[src/rtl/alu_issue_pkg.sv]
// Shared definitions for the ALU issue register: opcodes, issue FSM states and the bypass bus type.
package alu_issue_pkg;

    localparam int ISS_XLEN   = 32;
    localparam int ISS_REG_AW = 5;

    typedef enum logic [3:0] {
        OP_ADD,
        OP_SUB,
        OP_AND,
        OP_OR,
        OP_XOR,
        OP_SLL,
        OP_SRL,
        OP_SRA,
        OP_SLT,
        OP_SLTU,
        OP_OUT1
    } opcode_t;

    typedef enum logic [1:0] {
        ISS_EMPTY,
        ISS_WAIT,
        ISS_READY
    } issue_state_t;

    // Common shape of the EX and WB bypass ports; ok=0 marks a load result not yet available.
    typedef struct packed {
        logic                  valid;
        logic [ISS_REG_AW-1:0] dest;
        logic [ISS_XLEN-1:0]   data;
        logic                  ok;
    } fwd_bus_t;

endpackage

[src/rtl/alu_issue_operand_bypass.sv]
// Resolves one register operand against the EX and WB bypass buses, falling back to the register file.
module operand_bypass
    import alu_issue_pkg::*;
(
    input  logic [ISS_REG_AW-1:0] addr,
    input  logic [ISS_XLEN-1:0]   rf_data,
    input  fwd_bus_t              ex,
    input  fwd_bus_t              wb,
    output logic [ISS_XLEN-1:0]   value,
    output logic                  pending,
    output logic                  hit
);

    logic ex_match;
    logic wb_match;

    assign ex_match = ex.valid && (ex.dest == addr);
    assign wb_match = wb.valid && (wb.dest == addr);

    // EX holds the younger producer, so a matching but unready EX entry blocks a WB match.
    always_comb begin
        value   = '0;
        pending = 1'b0;
        hit     = 1'b0;
        if (addr == '0) begin
            value = '0;
        end else if (ex_match) begin
            if (ex.ok) begin
                value = ex.data;
                hit   = 1'b1;
            end else begin
                pending = 1'b1;
            end
        end else if (wb_match) begin
            value = wb.data;
            hit   = 1'b1;
        end else begin
            value = rf_data;
        end
    end

endmodule

[src/rtl/alu_issue.sv]
// Single-entry issue register in front of the ALU with EX/WB operand bypass and load-use stalling.
// Optional ALU_ISSUE_PERF_EN adds a perf_wait_cycles counter of cycles spent waiting on operands.
module alu_issue
    import alu_issue_pkg::*;
#(
    parameter int XLEN   = ISS_XLEN,
    parameter int REG_AW = ISS_REG_AW
) (
    input  logic              clk,
    input  logic              reset,
    input  logic              flush,
    input  logic              in_valid,
    output logic              in_ready,
    input  opcode_t           in_op,
    input  logic [REG_AW-1:0] in_rj,
    input  logic [REG_AW-1:0] in_rk,
    input  logic [REG_AW-1:0] in_rd,
    input  logic              in_use_pc,
    input  logic              in_use_imm,
    input  logic [XLEN-1:0]   in_pc,
    input  logic [XLEN-1:0]   in_imm,
    output logic [REG_AW-1:0] rf_raddr1,
    output logic [REG_AW-1:0] rf_raddr2,
    input  logic [XLEN-1:0]   rf_rdata1,
    input  logic [XLEN-1:0]   rf_rdata2,
    input  logic              ex_fwd_valid,
    input  logic [REG_AW-1:0] ex_fwd_dest,
    input  logic [XLEN-1:0]   ex_fwd_data,
    input  logic              ex_fwd_ok,
    input  logic              wb_fwd_valid,
    input  logic [REG_AW-1:0] wb_fwd_dest,
    input  logic [XLEN-1:0]   wb_fwd_data,
    output logic              out_valid,
    input  logic              out_ready,
    output opcode_t           out_op,
    output logic [XLEN-1:0]   out_src1,
    output logic [XLEN-1:0]   out_src2,
    output logic [REG_AW-1:0] out_rd
`ifdef ALU_ISSUE_PERF_EN
    ,
    output logic [31:0]       perf_wait_cycles
`endif
);

    issue_state_t      state;
    logic              pend1;
    logic              pend2;
    logic [REG_AW-1:0] hold_rj;
    logic [REG_AW-1:0] hold_rk;

    fwd_bus_t          ex_bus;
    fwd_bus_t          wb_bus;
    logic [REG_AW-1:0] sel_rj;
    logic [REG_AW-1:0] sel_rk;
    logic [XLEN-1:0]   b1_value;
    logic [XLEN-1:0]   b2_value;
    logic              b1_pend;
    logic              b2_pend;
    logic              b1_hit;
    logic              b2_hit;

    logic [XLEN-1:0]   acc_src1;
    logic [XLEN-1:0]   acc_src2;
    logic              acc_pend1;
    logic              acc_pend2;
    logic              accept;

    assign ex_bus = '{valid: ex_fwd_valid, dest: ex_fwd_dest, data: ex_fwd_data, ok: ex_fwd_ok};
    assign wb_bus = '{valid: wb_fwd_valid, dest: wb_fwd_dest, data: wb_fwd_data, ok: 1'b1};

    assign rf_raddr1 = in_rj;
    assign rf_raddr2 = in_rk;

    assign in_ready  = !flush && ((state == ISS_EMPTY) || ((state == ISS_READY) && out_ready));
    assign out_valid = (state == ISS_READY);
    assign accept    = in_valid && in_ready;

    // While waiting, the same resolvers watch the buses for the stored source registers.
    assign sel_rj = (state == ISS_WAIT) ? hold_rj : in_rj;
    assign sel_rk = (state == ISS_WAIT) ? hold_rk : in_rk;

    operand_bypass u_bypass1 (
        .addr    (sel_rj),
        .rf_data (rf_rdata1),
        .ex      (ex_bus),
        .wb      (wb_bus),
        .value   (b1_value),
        .pending (b1_pend),
        .hit     (b1_hit)
    );

    operand_bypass u_bypass2 (
        .addr    (sel_rk),
        .rf_data (rf_rdata2),
        .ex      (ex_bus),
        .wb      (wb_bus),
        .value   (b2_value),
        .pending (b2_pend),
        .hit     (b2_hit)
    );

    always_comb begin
        acc_src1  = in_use_pc  ? in_pc  : b1_value;
        acc_src2  = in_use_imm ? in_imm : b2_value;
        acc_pend1 = !in_use_pc  && b1_pend;
        acc_pend2 = !in_use_imm && b2_pend;
    end

    always_ff @(posedge clk) begin
        if (reset) begin
            state    <= ISS_EMPTY;
            pend1    <= 1'b0;
            pend2    <= 1'b0;
            hold_rj  <= '0;
            hold_rk  <= '0;
            out_op   <= OP_OUT1;
            out_src1 <= '0;
            out_src2 <= '0;
            out_rd   <= '0;
        end else if (flush) begin
            state <= ISS_EMPTY;
            pend1 <= 1'b0;
            pend2 <= 1'b0;
        end else if (accept) begin
            out_op   <= in_op;
            out_rd   <= in_rd;
            out_src1 <= acc_src1;
            out_src2 <= acc_src2;
            hold_rj  <= in_rj;
            hold_rk  <= in_rk;
            pend1    <= acc_pend1;
            pend2    <= acc_pend2;
            state    <= (acc_pend1 || acc_pend2) ? ISS_WAIT : ISS_READY;
        end else begin
            case (state)
                ISS_WAIT: begin
                    if (pend1 && b1_hit) begin
                        out_src1 <= b1_value;
                        pend1    <= 1'b0;
                    end
                    if (pend2 && b2_hit) begin
                        out_src2 <= b2_value;
                        pend2    <= 1'b0;
                    end
                    if ((!pend1 || b1_hit) && (!pend2 || b2_hit)) begin
                        state <= ISS_READY;
                    end
                end
                ISS_READY: begin
                    if (out_ready) begin
                        state <= ISS_EMPTY;
                    end
                end
                ISS_EMPTY: begin
                    state <= ISS_EMPTY;
                end
                default: begin
                    state <= ISS_EMPTY;
                end
            endcase
        end
    end

`ifdef ALU_ISSUE_PERF_EN
    // Survives flush on purpose so stall statistics span pipeline redirects.
    always_ff @(posedge clk) begin
        if (reset) begin
            perf_wait_cycles <= '0;
        end else if (state == ISS_WAIT) begin
            perf_wait_cycles <= perf_wait_cycles + 32'd1;
        end
    end
`endif

endmodule

[config.mk]
export PLATFORM = sky130hd
export DESIGN_NAME = alu_issue
export DESIGN_NICKNAME = d
export VERILOG_FILES = /design/src/rtl/alu_issue_pkg.sv /design/src/rtl/alu_issue_operand_bypass.sv /design/src/rtl/alu_issue.sv
export SDC_FILE = /design/constraint.sdc
export NUM_CORES = 1
export LEC_CHECK = 0
export CORE_ASPECT_RATIO = 0.7
export CORE_UTILIZATION = 30
export DETAILED_ROUTE_END_ITERATION = 16
export SLEW_MARGIN = 10
export SYNTH_ARGS = -nofsm -noshare
export SYNTH_HDL_FRONTEND = slang
export SYNTH_SLANG_ARGS = --single-unit
[constraint.sdc]
create_clock -name clk -period 3.3 [get_ports clk]
set_clock_uncertainty 0.1 [all_clocks]
set_input_delay 0.99 -clock clk [delete_from_list [all_inputs] [get_ports clk]]
set_output_delay 0.99 -clock clk [all_outputs]
set_load 0.05 [all_outputs]
==> qor.csv <==
stage,metric,value,unit
timing,setup_tns,0,ps
floorplan,die_area,0.0212,mm²
power_and_ir_drop,swShare,35.5,%
route,drt_pass1_iterations,5,
synth,ys_seq_area_share,28.2,%
synth,avgSynthCellArea,8.02,µm²
setup_path,end_kind,flop,
placement,hpwl,24900,µm
clocking,clk_pin_slew,70,ps
synth,synth.area.top_cells,"dfxtp_1, a221o_1, nand2_1",
setup_path,required,3470,ps
setup_path,r2r_cells,11,
power_and_ir_drop,pwr-share-comb,38.6,%
timing,fmax,304,MHz
cells_and_area,drive_gt1_share,16.5,%
placement,port_buffers,315,
power_and_ir_drop,internal_power,2.29,mW
synth,ys_ff_latch,87,
grt,antenna_found_initial,1,
timing,finalHoldViolCount,0,
synth,yosys_warnings,0,
cells_and_area,fin_area,0.0109,mm²
setup_path,path_cells,clkdlybuf4s50_1 > inv_1 > buf_4 > a221oi_1 > a22o_1 > and3_4 > buf_8 > a31oi_1 > a221o_1 > a311oi_1,
power_and_ir_drop,vdd_drop_max,255,µV
setup_path,crit_type,in -> reg,
timing,fin_crit,3290,ps
grt,grt_pass1_vias,7715,
cells_and_area,nets,1333,
timing,drv_slew,0,
flow_run,cap_violations,0,
route,viasPerCell,5.88,
timing,rsz0062_at_grt,true,
synth,synth_top_area_share,28.2,%
grt,gr-usage-all-layers,30.9,%
route,wl_per_cell,24.6,µm
route,remaining_drc_errors,0,
clocking,h-tree-depth,3,
route,dr_total_vias,8109,
route,drt_iter0_markers,750,
power_and_ir_drop,p_switching,1.26,mW
synth,synth_ff_type,dfxtp_1,
cells_and_area,final_common_cell,clkdlybuf4s50_1,
floorplan,io_pins,316,
min_path,holdPathEnd,out_op[0]$_SDFFE_PP0P_,
placement,place_ws,-521,ps
clocking,clock_path_buffers,2,
clocking,numCtsBuffers,9,
setup_path,cp.arrival,3460,ps
clocking,clock_latency,360,ps
timing,tightest_slew,901,ps
timing,setup_violations,0,
clocking,cts_tree,done,
setup_path,reg2reg_slack,170,ps
grt,grt_overflow,0,
synth,synth_cell_type_count,61,
synth,synthCells,770,
synth,syn_area,0.00617,mm²
route,drt-total-wl,33800,µm
placement,gp_congestion,0.944,
synth,synth_top_area_cell,dfxtp_1,
timing,layout_setup_ws,14.4,ps
floorplan,die_w,173,µm
power_and_ir_drop,power_frac_clock,29.2,%
floorplan,die_y,122,µm
timing,worst_hold_slack,355,ps
setup_path,critPathMaxStageDelay,490,ps
power_and_ir_drop,seqPwrFrac,32.2,%
min_path,holdCritPathClass,reg -> reg,
setup_path,cp_max_fo,21,
placement,place_area,0.0102,mm²
power_and_ir_drop,power.density,325,mW/mm²
synth,async_flop_share,0,%
clocking,cts_num_sinks,87,
synth,syn_nets,1001,
power_and_ir_drop,power.total,3.55,mW
synth,synth_edf_count,0,
setup_path,critPathSlowestCell,clkdlybuf4s50_1,
setup_path,timing.rr.start,state[1]$_SDFFE_PP0P_,
grt,grt_pass1_wl,48900,µm
floorplan,start_util,30.9,%
clocking,cts_hold_buf,0,
grt,grt_max_degree,35,
run_status,status,"complete, no violations",
cells_and_area,final_cell_mix,"clkdlybuf4s50_1, nand2_1, dfxtp_1, buf_4, a221o_1",
floorplan,core_area,0.0200,mm²
cells_and_area,synthToLayoutAreaGrowth,77.1,%
min_path,worstHoldStart,out_op[0]$_SDFFE_PP0P_,
timing,slew_headroom,39.8,%
clocking,cts-root-buf,clkbuf_16,
floorplan,rows,43,
route,ant_nets,0,
setup_path,r2r-end,out_src2[12]$_SDFFE_PP0P_,
min_path,worstHoldPathCells,2,
setup_path,startpoint_type,input pin,
timing,fin_crit_sh,99.6,%
power_and_ir_drop,p_leak,4.00,nW
==> flip-flops by register name, indices dropped and copies added (netlist names) <==
signal    cells
out_src2     32
hold_rj       5
hold_rk       5
state         2
out_op        4
pend2         1
out_rd        5
out_src1     32
pend1         1
==> area by class of cell <==
type                       instances  area, µm²
fill                            1882       9030
timing repair buffer             422       4440
multi-input combinational        571       4090
sequential                        87       1740
tap                              270        338
clock buffer                      10        229
clock inverter                     6       53.8
inverter                          11       41.3
antenna                            1       2.50
==> synth_stat cells, drive strengths merged, types with 4 or more instances <==
library cell	count
o21ai	38
a311oi	32
xor2	10
a32o	33
dfxtp	87
nand2b	10
and4	34
a221o	63
nand3	8
buf	42
a31oi	35
nor3	37
mux2i	5
nor2b	5
inv	11
a22o	33
nand2	146
and3	4
a21oi	19
clkbuf	59
nor2	8
xnor2	5
==> what timing repair did <==
action	in CTS	in global routing
setup endpoints to repair	64	67
cloned	4	2
gates resized for setup	27	37
buffers inserted	5	3
pin swaps	9	28
==> critical path: cells and delay by family <==
family / cells / cell delay, ps
and+or+nand+nor: 1 / 270
AOI/OAI and AO/OA: 5 / 1290
buffers and inverters: 4 / 900
==> metal layers <==
layer,wire (µm),global-route usage [%],vias up
met2,13800,44.1,501
met1,15800,44.9,3870
li1,-,-,3695
met3,3720,8.80,43
met4,581,7.69,0
met5,0,0,-
==> power groups by stage <==
stage	clock network (mW)	logic [mW]	registers, mW
5_1_grt	1.10	1.43	1.15
2_1_floorplan	0	0.450	1.32
6_report	1.04	1.37	1.14
3_3_place_gp	0	1.29	1.17
4_1_cts	1.05	1.33	1.14
3_5_place_dp	0	1.29	1.16
==> kinds of logic after synthesis <==
logic type	count (synthesis)	synth area share [%]
XOR/XNOR	15	2.13
buffers and inverters	112	9.00
AND/OR/NAND/NOR	267	22.0
flip-flops	87	28.2
multiplexers	7	1.44
AO/OA/AOI/OAI	282	37.2
==> worst max path at each step <==
stage                        start                         to  slack (ps)
global placement    ex_fwd_dest[1]  out_src1[31]$_SDFFE_PP0P_        -520
floorplan                out_ready   out_src2[1]$_SDFFE_PP0P_         120
CTS                 ex_fwd_dest[1]   out_src1[1]$_SDFFE_PP0P_           4
finish              ex_fwd_dest[3]   out_src1[1]$_SDFFE_PP0P_          10
detailed placement        in_rk[2]   out_src2[7]$_SDFFE_PP0P_        -520
global route        ex_fwd_dest[3]   out_src1[1]$_SDFFE_PP0P_         -40
==> per-stage QoR <==
stage | util, % | cells
CTS | 53.9 | 1373
global route | 54.8 | 1378
floorplan | - | 770
detailed placement | 51.3 | 1348
finish | 54.8 | 1378
global placement | 51.3 | 1348
Note: power is estimated with default switching activity, not from simulation.
